--- config.mk ---
export PLATFORM = sky130hd
export DESIGN_NAME = chunked_adder_accum
export DESIGN_NICKNAME = d
export VERILOG_FILES = /design/src/rtl/chunked_adder_accum.sv
export SDC_FILE = /design/constraint.sdc
export NUM_CORES = 1
export LEC_CHECK = 0
export ABC_AREA = 0
export BUFFER_PORTS_ARGS = -buffer_cell sky130_fd_sc_hd__buf_2
export CORE_MARGIN = 5
export CORE_UTILIZATION = 40
export CTS_CLUSTER_SIZE = 20
export DETAILED_ROUTE_END_ITERATION = 6
export PLACE_DENSITY = 0.71
export SETUP_SLACK_MARGIN = 0.02
export SLEW_MARGIN = 30
export SYNTH_ARGS = -nofsm -noshare
export SYNTH_HDL_FRONTEND = slang
export SYNTH_SLANG_ARGS = --single-unit
export TNS_END_PERCENT = 30
--- constraint.sdc ---
create_clock -name clk -period 2.4 [get_ports clk]
set_input_delay 0.72 -clock clk [delete_from_list [all_inputs] [get_ports clk]]
set_output_delay 0.72 -clock clk [all_outputs]
set_load 0.05 [all_outputs]
--- src/rtl/chunked_adder_accum.sv ---
// Multi-cycle adder/subtractor/accumulator that adds CHUNK bits per clock,
// LSB chunk first, with optional unsigned saturation of the final result.
module chunked_adder_accum #(
    parameter int WIDTH = 16,
    parameter int CHUNK = 4,
    parameter int SAT   = 0
) (
    input  logic             clk,
    input  logic             rst_n,
    input  logic             start,
    input  logic [1:0]       mode,
    input  logic [WIDTH-1:0] a,
    input  logic [WIDTH-1:0] b,
    input  logic             cin,
    output logic             busy,
    output logic             done,
    output logic [WIDTH-1:0] sum,
    output logic             cout,
    output logic             ovf,
    output logic [WIDTH-1:0] acc
);

    localparam int NCH = WIDTH / CHUNK;
    localparam int CW  = (NCH > 1) ? $clog2(NCH) : 1;

    localparam logic IDLE = 1'b0;
    localparam logic RUN  = 1'b1;

    localparam logic [1:0] M_ADD = 2'b00;
    localparam logic [1:0] M_SUB = 2'b01;
    localparam logic [1:0] M_ACC = 2'b10;
    localparam logic [1:0] M_CLR = 2'b11;

    logic             state_q, state_d;
    logic [CW-1:0]    cnt_q, cnt_d;
    logic             cy_q, cy_d;
    logic [WIDTH-1:0] opa_q, opa_d;
    logic [WIDTH-1:0] opb_q, opb_d;
    logic [WIDTH-1:0] res_q, res_d;
    logic             amsb_q, amsb_d;
    logic             bmsb_q, bmsb_d;
    logic             sub_q, sub_d;
    logic             accm_q, accm_d;
    logic [WIDTH-1:0] sum_q, sum_d;
    logic             cout_q, cout_d;
    logic             ovf_q, ovf_d;
    logic [WIDTH-1:0] acc_q, acc_d;
    logic             done_q, done_d;

    logic [CHUNK:0]   csum;
    logic [WIDTH-1:0] raw;
    logic [WIDTH-1:0] fin_sum;
    logic             fin_ovf;
    logic             last;
    logic             load;

    // Operands shift right one chunk per cycle; partial result fills from the top.
    always_comb begin
        csum = {1'b0, opa_q[CHUNK-1:0]}
             + {1'b0, opb_q[CHUNK-1:0]}
             + {{CHUNK{1'b0}}, cy_q};
        raw = WIDTH'({csum[CHUNK-1:0], res_q} >> CHUNK);
        fin_ovf = (amsb_q == bmsb_q) && (raw[WIDTH-1] != amsb_q);
        fin_sum = raw;
        if (SAT != 0) begin
            if (!sub_q && csum[CHUNK]) begin
                fin_sum = '1;
            end else if (sub_q && !csum[CHUNK]) begin
                fin_sum = '0;
            end
        end
        last = (cnt_q == CW'(NCH - 1));
    end

    always_comb begin
        state_d = state_q;
        cnt_d   = cnt_q;
        cy_d    = cy_q;
        opa_d   = opa_q;
        opb_d   = opb_q;
        res_d   = res_q;
        amsb_d  = amsb_q;
        bmsb_d  = bmsb_q;
        sub_d   = sub_q;
        accm_d  = accm_q;
        sum_d   = sum_q;
        cout_d  = cout_q;
        ovf_d   = ovf_q;
        acc_d   = acc_q;
        done_d  = 1'b0;
        load    = 1'b0;

        unique case (1'b1)
            (state_q == IDLE): begin
                if (start) begin
                    if (mode == M_CLR) begin
                        acc_d  = '0;
                        sum_d  = '0;
                        cout_d = 1'b0;
                        ovf_d  = 1'b0;
                        done_d = 1'b1;
                    end else begin
                        load = 1'b1;
                    end
                end
            end
            (state_q == RUN): begin
                cy_d  = csum[CHUNK];
                res_d = raw;
                opa_d = opa_q >> CHUNK;
                opb_d = opb_q >> CHUNK;
                cnt_d = cnt_q + CW'(1);
                if (last) begin
                    sum_d   = fin_sum;
                    cout_d  = csum[CHUNK];
                    ovf_d   = fin_ovf;
                    done_d  = 1'b1;
                    state_d = IDLE;
                    if (accm_q) begin
                        acc_d = fin_sum;
                    end
                    // Accepting here keeps back-to-back ops NCH cycles apart.
                    load = start && (mode != M_CLR);
                end
            end
            default: begin
            end
        endcase

        if (load) begin
            state_d = RUN;
            cnt_d   = '0;
            res_d   = '0;
            sub_d   = (mode == M_SUB);
            accm_d  = (mode == M_ACC);
            opa_d   = (mode == M_ACC) ? acc_d : a;
            opb_d   = (mode == M_ADD) ? b
                    : (mode == M_SUB) ? ~b
                    : a;
            cy_d    = (mode == M_SUB) ? 1'b1 : cin;
            amsb_d  = opa_d[WIDTH-1];
            bmsb_d  = opb_d[WIDTH-1];
        end
    end

    always_ff @(posedge clk) begin
        if (!rst_n) begin
            state_q <= IDLE;
            cnt_q   <= '0;
            cy_q    <= 1'b0;
            opa_q   <= '0;
            opb_q   <= '0;
            res_q   <= '0;
            amsb_q  <= 1'b0;
            bmsb_q  <= 1'b0;
            sub_q   <= 1'b0;
            accm_q  <= 1'b0;
            sum_q   <= '0;
            cout_q  <= 1'b0;
            ovf_q   <= 1'b0;
            acc_q   <= '0;
            done_q  <= 1'b0;
        end else begin
            state_q <= state_d;
            cnt_q   <= cnt_d;
            cy_q    <= cy_d;
            opa_q   <= opa_d;
            opb_q   <= opb_d;
            res_q   <= res_d;
            amsb_q  <= amsb_d;
            bmsb_q  <= bmsb_d;
            sub_q   <= sub_d;
            accm_q  <= accm_d;
            sum_q   <= sum_d;
            cout_q  <= cout_d;
            ovf_q   <= ovf_d;
            acc_q   <= acc_d;
            done_q  <= done_d;
        end
    end

    assign busy = (state_q == RUN);
    assign done = done_q;
    assign sum  = sum_q;
    assign cout = cout_q;
    assign ovf  = ovf_q;
    assign acc  = acc_q;

endmodule

* Word level (Yosys, flattened, before mapping)
Cells that the tools add are included.
Operators by class: reductions and logical operators 6, equal/unequal tests 10, muxes and demuxes 36, $add $sub $neg 3, bitwise logic cells 3
Operators with widths (count):
- $mux W16 | 14
- $pmux W16 S2 | 2
- $mux W1 | 16
- $not A16 Y16 | 1
- $pmux W1 S2 | 4
- $eq A2 B2 Y1 const B | 3
- $add A4 B4 Y5 | 1
- $add A5 B1 Y5 | 1
- $ne A2 B1 Y1 const B | 2
- $ne A2 B2 Y1 const B | 2
- $reduce_and A3 Y1 | 1
- $add A2 B1 Y2 const B | 1
- $eq A2 B1 Y1 const B | 1
- $logic_and A1 B1 Y1 | 2
- $logic_not A2 Y1 | 1
- $not A1 Y1 | 2
- $reduce_bool A2 Y1 | 1
- $reduce_or A2 Y1 | 1
- $eq A1 B1 Y1 | 1
- $ne A1 B1 Y1 | 1
Word-level totals: output and inout port bits 36, bits in registers 90

* Depth between registers and ports, before layout
Gate-level depths: netlist of run 1.
word-level depth 7, mapped depth 8, depth with buffers taken out 7

* Worst setup path after synthesis of run 1
OpenSTA, ideal clock, no wires.
kind reg-to-reg, start register cy_q, end register opa_q[13], clock period less this slack 1.846 ns, path slack 0.554 ns, data arrival time 1.788 ns, path buffers 0, cell stages (with the launch flop) 8, data required time 2.342 ns, setup time 0.058 ns, cells stage by stage dfxtp_1 -> fa_1 -> inv_1 -> fa_1 -> and3b_1 -> o21ai_0 -> a21boi_1 -> o21a_1
Between the ends: cells in the longest elaborated chain, start to end 6
Ends and longest elaborated chain:
- start, declared | line 36 | logic cy_q, cy_d;
- start signal, assigned | line 166 | cy_q <= cy_d;
- $add A5 B1 Y5 | line 61 | + {{CHUNK{1'b0}}, cy_q};
- $mux W16 | line 119 | if (accm_q) begin
- $mux W16 | line 113 | if (last) begin
- $pmux W16 S2 | line 93 | unique case (1'b1)
- $mux W16 | line 136 | opa_d = (mode == M_ACC) ? acc_d : a;
- $mux W16 | line 130 | if (load) begin
- end signal, assigned | line 167 | opa_q <= opa_d;
- end, declared | line 37 | logic [WIDTH-1:0] opa_q, opa_d;
Every way passes these cells. A chain may end at the register's enable or synchronous reset.

* Worst setup path after layout of run 1
Ends and elaborated chain as after synthesis.

==> results.sh, run 1 <==
export IMPL_synth_most_common_cell="dfxtp_1"
export IMPL_viasPerCell=5.530
export IMPL_ant_nets=0
export IMPL_hold_class="reg -> reg"
export IMPL_die_h_um=110.2
export IMPL_drt_iter0_markers=295
export IMPL_ys_warn_count=0
export IMPL_startpoint_type="flip-flop"
export IMPL_status="completed"
export IMPL_setup_viol=0
export IMPL_clockPowerShare_pct=31.8
export IMPL_track_usage_pct=19.29
export IMPL_place_congestion=0.8438
export IMPL_met1_usage_pct=26.21
export IMPL_synth_area_leader_cell="dfxtp_1"
export IMPL_crit_top_cell="fa_1"
export IMPL_final_max_slew_viol_count=0
export IMPL_critPathBufInv=1
export IMPL_power_density_nw_per_um2=606.1
export IMPL_ys_seq_area_share_pct=42.89
export IMPL_num_rows=36
export IMPL_htreeDepth=3
export IMPL_cp_arrival_ns=2.29
export IMPL_overflow=0
export IMPL_finalCriticalPeriod_ns=1.986
export IMPL_crit_slowest_cell="fa_1"
export IMPL_whs_path_depth=2
export IMPL_path_class="reg -> reg"
export IMPL_yosysUniqueCellTypes=52
export IMPL_crit_required_ns=2.70
export IMPL_grt_pass1_vias=3511
export IMPL_cellLeakagePower_uw=0.001815
export IMPL_cpPeakStageDelay_ns=0.45
export IMPL_coreArea_sq_um=9774
export IMPL_cts_buffer_depth=2
export IMPL_io_pins=74
export IMPL_cp_max_fo=3
export IMPL_combPwrFrac_pct=14.2
export IMPL_ctsRootBufferMaster="clkbuf_8"
export IMPL_synth_ff_type="dfxtp_1"
export IMPL_grtUsageMet2_pct=30.20
export IMPL_dp_cells=648
export IMPL_diodes=0
export IMPL_yosys_area_top_type_share_pct=42.89
export IMPL_drt_first_pass_iters=5
export IMPL_grt_max_degree=32
export IMPL_reg2reg_from="cy_q"
export IMPL_dp_hpwl_mm=8.188
export IMPL_tightest_slew_ns=0.8967
export IMPL_die_area_sq_um=12140
export IMPL_initial_core_util_pct=41.07
export IMPL_cts_sinks=86
export IMPL_nNetsFinal=570
export IMPL_p_int_uw=2012
export IMPL_via_count=3672
export IMPL_clock_insertion_delay_worst_skew_ns=0.36
export IMPL_io_buffers=73
export IMPL_hp_start="cout"
export IMPL_cts_resized=0
export IMPL_worst_setup_path_end_kind="flip-flop"
export IMPL_ir_drop_mv=0.3361
export IMPL_max_cap_viol_count=0
export IMPL_postCtsHoldBufs=0
export IMPL_routed_wl_mm=11.07
export IMPL_fin_worst_skew_ns=0.01015
export IMPL_use_met3_pct=5.300
export IMPL_path_cells="fa_1 > inv_1 > fa_1 > and3b_1 > o21ai_0 > a21boi_1 > o21a_1"
export IMPL_synth_area_leaders="dfxtp_1 (43%), a22oi_1 (10%), nor2_1 (4.9%)"
export IMPL_tns_ns=0
export IMPL_async_flop_share_pct=0
export IMPL_swShare_pct=28.43
export IMPL_postCtsSetupBuffers=0
export IMPL_seqPwrFrac_pct=54.0
export IMPL_synth_seq_cells=86
export IMPL_p_switching_uw=799.5
export IMPL_top_usage_layer="met2"
export IMPL_cts_buffers=9
export IMPL_crit_start="cy_q"
export IMPL_die_x_um=110.2
export IMPL_r2r_cells=7
export IMPL_hold_viol=0
export IMPL_grt_pass1_wl_mm=18.06
export IMPL_fin_cells=664
export IMPL_synth_area_sq_um=4014
export IMPL_slew_headroom_pct=40.09
export IMPL_rsz0062_at_grt="no"
export IMPL_timing_hold_ws_ns=0.4608
export IMPL_fin_crit_sh_pct=82.77
export IMPL_cts_tree="built"
export IMPL_reg2reg_setup_slack_ns=0.41
export IMPL_rr_endpoint="opa_q[13]"
export IMPL_min_to="cout"
export IMPL_syn_to_final_growth_pct=15.59
export IMPL_synth_area_per_cell_sq_um=8.613
export IMPL_nFillCells=972
export IMPL_fmaxAchievable_mhz=503.4
export IMPL_layout_drive_gt1_share_pct=21.09
export IMPL_synth_common_cells="dfxtp_1 (86), a22oi_1 (54), nor2_1 (52)"
export IMPL_crit_family="adder cells"
export IMPL_synthCells=466
export IMPL_mappedNetlistNets=510
export IMPL_path_clk_slew_ns=0.08
export IMPL_synth_edf_count=0
export IMPL_wl_per_cell_um=16.67
export IMPL_grt_antenna_before_repair=0
export IMPL_drc=0
-- state kept, by name, indices dropped and copies added (netlist names) --
signal / flops
acc: 16
accm_q: 1
amsb_q: 1
bmsb_q: 1
busy: 1
cnt_q: 2
cout: 1
cy_q: 1
done: 1
opa_q: 16
opb_q: 16
ovf: 1
res_q: 12
sum: 16
-- worst max path at each step --
stage	slack [ns]	to	depth (start not counted)
finish	0.41	opa_q[13]	7
global route	0.28	opa_q[15]	5
CTS	0.41	opa_q[13]	7
detailed placement	0.12	opb_q[1]	5
global placement	0.23	opb_q[5]	5
floorplan	0.55	opa_q[13]	7
-- cells in the final DEF, fill, tap and decap left out, types with 3 or more instances in the layout --
master      instances
nand2b_1           15
o21ai_1             7
mux2i_1            11
clkinvlp_4          3
inv_1               4
xnor2_1            17
a31oi_1            13
o2bb2ai_1           3
nor2_1             52
nand3b_1            3
o21a_1              4
clkbuf_8            9
and3_1              3
a22oi_1            54
a21oi_1            21
nor3_1              3
nand2_1            33
ha_1                4
dfxtp_1            86
nand3_1            31
buf_2              73
and2_1              3
buf_4              16
o21ai_0            21
-- stage by stage --
stage / setup WS [ns] / utilization, % / power (uW) / instance area (sq um)
after global routing: 0.2847 / 47.47 / 2951 / 4639
after CTS: 0.4137 / 47.47 / 2829 / 4639
after global placement: 0.2330 / 45.75 / 1937 / 4472
final: 0.4135 / 47.47 / 2812 / 4639
after floorplan: 0.5545 / - / 1816 / 4014
after detailed placement: 0.1175 / 45.75 / 1947 / 4472
-- power by group through the flow --
stage	clock (uW)	sequential [uW]	combinational, uW
2_1_floorplan	0	1540	277
3_3_place_gp	0	1550	387
3_5_place_dp	0	1550	396
4_1_cts	913	1520	398
5_1_grt	981	1530	443
6_report	894	1520	398
-- worst reg2reg max path: cells and delay by family, from the launching register on --
kind                       cells  cell delay [ns]
adders and majority gates      2             0.89
AOI/OAI and AO/OA              3             0.41
DFF                            1             0.33
and+or+nand+nor                1             0.22
buffers and inverters          1             0.08
-- cell families (layout without fill, tap and decap cells) --
logic type | count (synthesis) | in the layout | share of synthesized area, %
simple gates | 155 | 155 | 18.83
compound gates | 144 | 144 | 23.97
flops | 86 | 86 | 42.89
buf+inv | 46 | 111 | 5.393
xor+xnor | 18 | 18 | 3.928
mux | 11 | 11 | 2.743
fa+ha+maj | 6 | 6 | 2.244
-- final cells by class --
cell class              count  area, sq um  area share, %
well taps                 133        166.4          3.587
clock inverters             5        36.28         0.7821
inverters                   6        22.52         0.4854
repair buffers             89        485.5          10.46
flip-flops and latches     86         1722          37.11
clock buffers              11        131.4          2.832
multi-input cells         334         2076          44.74
-- layer usage --
metal	vias up	routed length, um
met5	-	0
met4	0	154
met3	14	733
met2	102	5265
met1	1761	4918
li1	1795	-
Power figures use the tool's default switching activity.
==> run 2, diff against run 1 <==
==> constraint.sdc (replaced) <==
create_clock -name clk -period 2.07 [get_ports clk]
set_input_delay 0.621 -clock clk [delete_from_list [all_inputs] [get_ports clk]]
set_output_delay 0.621 -clock clk [all_outputs]
set_load 0.05 [all_outputs]
==> results.sh, run 2 (synthesis gave the netlist of run 1 again) <==
export IMPL_routed_wl_mm=11.40
export IMPL_syn_to_final_growth_pct=18.39
export IMPL_dp_cells=653
export IMPL_clock_insertion_delay_worst_skew_ns=0.35
export IMPL_layout_drive_gt1_share_pct=23.13
export IMPL_hold_viol=0
export IMPL_place_congestion=0.8639
export IMPL_tightest_slew_ns=0.7718
export IMPL_grt_pass1_vias=3564
export IMPL_cellLeakagePower_uw=0.001866
export IMPL_crit_slowest_cell="dfxtp_1"
export IMPL_viasPerCell=5.553
export IMPL_cp_max_fo=16
export IMPL_grt_max_degree=32
export IMPL_crit_required_ns=1.45
export IMPL_nFillCells=925
export IMPL_hold_class="reg -> reg"
export IMPL_cp_arrival_ns=1.37
export IMPL_finalCriticalPeriod_ns=1.987
export IMPL_cts_sinks=86
export IMPL_path_cells="buf_2"
export IMPL_crit_family="flip-flops"
export IMPL_path_class="reg -> out"
export IMPL_final_common_cell="dfxtp_1"
export IMPL_initial_core_util_pct=41.07
export IMPL_die_area_sq_um=12140
export IMPL_overflow=0
export IMPL_fin_cells=669
export IMPL_drc=0
export IMPL_power_density_nw_per_um2=742.7
export IMPL_cts_tree="built"
export IMPL_grt_pass1_wl_mm=18.37
export IMPL_cpPeakStageDelay_ns=0.66
export IMPL_status="completed"
export IMPL_ctsRootBufferMaster="clkbuf_8"
export IMPL_worst_setup_path_end_kind="primary output"
export IMPL_drt_iter0_markers=262
export IMPL_slew_headroom_pct=48.36
export IMPL_fmaxAchievable_mhz=503.3
export IMPL_rsz0062_at_grt="no"
export IMPL_nNetsFinal=576
export IMPL_path_clk_slew_ns=0.08
export IMPL_dp_hpwl_mm=8.362
export IMPL_fin_worst_skew_ns=0.008537
export IMPL_die_h_um=110.2
export IMPL_setup_viol=0
export IMPL_layout_common_cells="dfxtp_1 (85), buf_2 (73), a22oi_1 (54)"
export IMPL_grt_antenna_before_repair=0
export IMPL_ant_nets=0
export IMPL_fin_crit_sh_pct=95.99
export IMPL_die_x_um=110.2
export IMPL_startpoint_type="flip-flop"
export IMPL_postCtsHoldBufs=0
export IMPL_diodes=0
export IMPL_coreArea_sq_um=9774
export IMPL_num_rows=36
export IMPL_io_pins=74
export IMPL_wl_per_cell_um=17.04
export IMPL_drt_first_pass_iters=5
export IMPL_critPathBufInv=1
export IMPL_via_count=3715
export IMPL_track_usage_pct=19.38
export IMPL_cts_buffer_depth=2
export IMPL_htreeDepth=3
export IMPL_io_buffers=73
export IMPL_cts_buffers=9
export IMPL_final_max_slew_viol_count=0
export IMPL_reg2reg_setup_slack_ns=0.10
export IMPL_tns_ns=0
export IMPL_ir_drop_mv=0.5130
export IMPL_max_cap_viol_count=0
run 2: changes by cell type in the layout (fill, tap and decap cells not counted), sizes merged:
cell	change
buf	+6
bufinv	+2
clkbuf	-1
clkinv	-2
clkinvlp	-1
inv	+1
run 2: per-stage QoR:
stage	hold WS (ns)	worst slack [ns]	util (%)	area, sq um	total power (uW)
2_1_floorplan	0.4316	0.2245	-	4014	2105
3_3_place_gp	0.4402	0.04723	46.26	4522	2260
3_5_place_dp	0.4493	-0.03298	46.26	4522	2275
4_1_cts	0.4605	0.07715	48.43	4733	3541
5_1_grt	0.4863	0.02814	48.62	4752	3683
6_report	0.4600	0.08308	48.62	4752	3529
run 2: worst paths after layout:
kind                   from        end  cells after the start
setup / recovery       busy       busy                      1
setup reg to reg   opa_q[2]     amsb_q                      5
hold reg to reg   opb_q[10]  opb_q[10]                      2
hold / removal    opb_q[10]  opb_q[10]                      2
run 2: final cells by class:
cell class              count  area (sq um)  area share [%]
clock buffers              10         127.6           2.686
clock inverters             5         83.83           1.764
inverters                   6         22.52          0.4739
multi-input cells         334          2086           43.89
flip-flops and latches     86          1723           36.26
well taps                 133         166.4           3.502
repair buffers             95         543.0           11.43
run 2: report_power, final:
group | switching, uW | internal, uW | total, uW
clock network | 598 | 678 | 1280
registers | 52.6 | 1710 | 1760
logic | 285 | 203 | 488
total | 936 | 2590 | 3530
run 2: metal layers:
| layer | vias up | track usage [%] | wire [um] |
|---|---|---|---|
| li1 | 1805 | - | - |
| met1 | 1771 | 26.27 | 5015 |
| met2 | 131 | 31.02 | 5511 |
| met3 | 8 | 4.892 | 768 |
| met4 | 0 | 4.749 | 105 |
| met5 | - | 0 | 0 |
run 2: repair_timing:
item	in CTS	in global routing
setup buffers	0	1
resized for setup	0	6
endpoints found under the setup margin	0	11
==> run 3, diff against run 2 <==
--- a/config.mk
+++ b/config.mk
@@ -5,7 +5,7 @@
 export SDC_FILE = /design/constraint.sdc
 export NUM_CORES = 1
 export LEC_CHECK = 0
-export ABC_AREA = 0
+export ABC_AREA = 1
 export BUFFER_PORTS_ARGS = -buffer_cell sky130_fd_sc_hd__buf_2
 export CORE_MARGIN = 5
 export CORE_UTILIZATION = 40
==> results.sh, run 3 <==
export IMPL_status="completed"
export IMPL_path_class="reg -> reg"
export IMPL_cp_max_fo=2
export IMPL_cts_buffers=9
export IMPL_setup_viol=0
export IMPL_timing_hold_ws_ns=0.4609
export IMPL_overflow=0
export IMPL_synth_area_leaders="dfxtp_1 (43%), nand2_1 (17%), a21oi_1 (8.2%)"
export IMPL_grt_max_degree=31
export IMPL_cts_sinks=86
export IMPL_tightest_slew_ns=0.7113
export IMPL_wl_per_cell_um=14.49
export IMPL_synth_most_common_cell="nand2_1"
export IMPL_nNetsFinal=674
export IMPL_layout_common_cells="nand2_1 (177), dfxtp_1 (86), buf_2 (73)"
export IMPL_p_int_uw=2483
export IMPL_synthCells=560
export IMPL_fmaxAchievable_mhz=525.0
export IMPL_layout_drive_gt1_share_pct=20.31
export IMPL_initial_core_util_pct=40.77
export IMPL_power_density_nw_per_um2=740.9
export IMPL_io_buffers=73
export IMPL_synth_ff_type="dfxtp_1"
export IMPL_syn_to_final_growth_pct=18.20
export IMPL_rsz0062_at_grt="no"
export IMPL_yosysUniqueCellTypes=30
export IMPL_startpoint_type="flip-flop"
export IMPL_routed_wl_mm=11.13
export IMPL_htreeDepth=3
export IMPL_synth_area_per_cell_sq_um=7.083
export IMPL_cts_tree="built"
export IMPL_fin_crit_sh_pct=92.01
export IMPL_synth_common_cells="nand2_1 (177), dfxtp_1 (86), a21oi_1 (65)"
export IMPL_dpl_cell_area_sq_um=4468
export IMPL_synth_area_sq_um=3966
export IMPL_drc=0
export IMPL_async_flop_share_pct=0
export IMPL_diodes=0
export IMPL_synth_edf_count=0
export IMPL_slew_headroom_pct=52.40
export IMPL_drt_first_pass_iters=5
export IMPL_synth_area_leader_cell="dfxtp_1"
export IMPL_ctsRootBufferMaster="clkbuf_8"
export IMPL_met1_usage_pct=26.55
export IMPL_crit_required_ns=2.38
export IMPL_io_pins=74
export IMPL_ys_warn_count=0
export IMPL_grt_pass1_vias=3705
export IMPL_yosys_area_top_type_share_pct=43.41
export IMPL_synth_seq_cells=86
export IMPL_via_count=3925
export IMPL_num_rows=36
export IMPL_worst_setup_path_end_kind="flip-flop"
export IMPL_final_max_slew_viol_count=0
export IMPL_ant_nets=0
export IMPL_postCtsHoldBufs=0
export IMPL_viasPerCell=5.111
export IMPL_seqPwrFrac_pct=50.6
export IMPL_swShare_pct=28.52
export IMPL_final_common_cell="nand2_1"
export IMPL_die_h_um=109.6
export IMPL_finalPower_uw=3474
export IMPL_top_usage_layer="met2"
export IMPL_hold_viol=0
export IMPL_finalCriticalPeriod_ns=1.905
export IMPL_place_congestion=0.8493
export IMPL_dp_hpwl_mm=8.467
export IMPL_cellLeakagePower_uw=0.002083
export IMPL_place_ws_ns=0.03130
export IMPL_ys_seq_area_share_pct=43.41
export IMPL_grtUsageMet2_pct=31.12
export IMPL_clockPowerShare_pct=35.2
export IMPL_cp_arrival_ns=2.22
export IMPL_max_cap_viol_count=0
export IMPL_grt_pass1_wl_mm=18.22
export IMPL_clock_insertion_delay_worst_skew_ns=0.36
export IMPL_die_x_um=109.6
export IMPL_setup_ws_ns=0.1653
export IMPL_postCtsSetupBuffers=0
export IMPL_die_area_sq_um=12010
export IMPL_path_clk_slew_ns=0.09
export IMPL_p_switching_uw=990.8
export IMPL_track_usage_pct=19.42
export IMPL_use_met3_pct=3.464
export IMPL_grt_antenna_before_repair=0
export IMPL_hold_class="reg -> reg"
export IMPL_final_area_sq_um=4688
export IMPL_ir_drop_mv=0.3283
export IMPL_cts_buffer_depth=2
export IMPL_tns_ns=0
export IMPL_combPwrFrac_pct=14.2
export IMPL_mappedNetlistNets=604
export IMPL_fin_worst_skew_ns=0.01045
export IMPL_coreArea_sq_um=9729
export IMPL_drt_iter0_markers=285
run 3: power by group through the flow:
stage,Combinational [uW],Clock (uW),Sequential (uW)
2_1_floorplan,334,0,1790
4_1_cts,487,1240,1760
3_3_place_gp,473,0,1790
3_5_place_dp,485,0,1790
6_report,493,1220,1760
5_1_grt,556,1310,1760
run 3: final timing paths:
path | start | cells after the start | endpoint | slack, ns
worst max-delay path | cy_q | 8 | opa_q[13] | 0.17
worst min-delay path | sum[8] | 2 | sum[8] | 0.46
worst max register to register | cy_q | 8 | opa_q[13] | 0.17
worst min register to register | sum[8] | 2 | sum[8] | 0.46
run 3: worst max-delay path, stage by stage (launching register included):
cell and delay, ns:
dfxtp_1 0.34, fa_1 0.44, inv_1 0.08, fa_1 0.43, nor2_2 0.14, nand2_1 0.13, a21oi_2 0.17, nor2_1 0.05
nor2_1 0.07
run 3: through the flow:
stage          cells  utilization, %
3_5_place_dp     752           45.92
3_3_place_gp     752           45.92
5_1_grt          768           48.19
4_1_cts          768           48.05
2_1_floorplan    560               -
6_report         768           48.19
run 3: timing repair:
action                     4_1_cts  5_1_grt
hold endpoints to repair         0        0
gates resized for setup          0        3
setup endpoints to repair        0       11
run 3: cell families (layout without fill, tap and decap cells):
family,count (synthesis),in the layout,share of synthesized area (%)
AOI/OAI and AO/OA,130,130,18.83
DFF,86,86,43.41
buffers and inverters,77,152,8.107
and+or+nand+nor,259,259,26.94
adders and majority gates,6,6,2.271
xor gates and xnor gates,2,2,0.4417
run 3: metal layers:
layer | vias up | routed length, um
li1 | 1956 | -
met1 | 1820 | 4983
met2 | 134 | 5219
met3 | 15 | 760
met4 | 0 | 167
met5 | - | 0
run 3: cell type report:
cell class	instances	area (sq um)
inverters	49	186.4
well taps	133	166.4
flip-flops and latches	86	1722
fillers	1001	5041
repair buffers	87	470.5
multi-input cells	397	1937
clock inverters	6	68.82
clock buffers	10	137.6
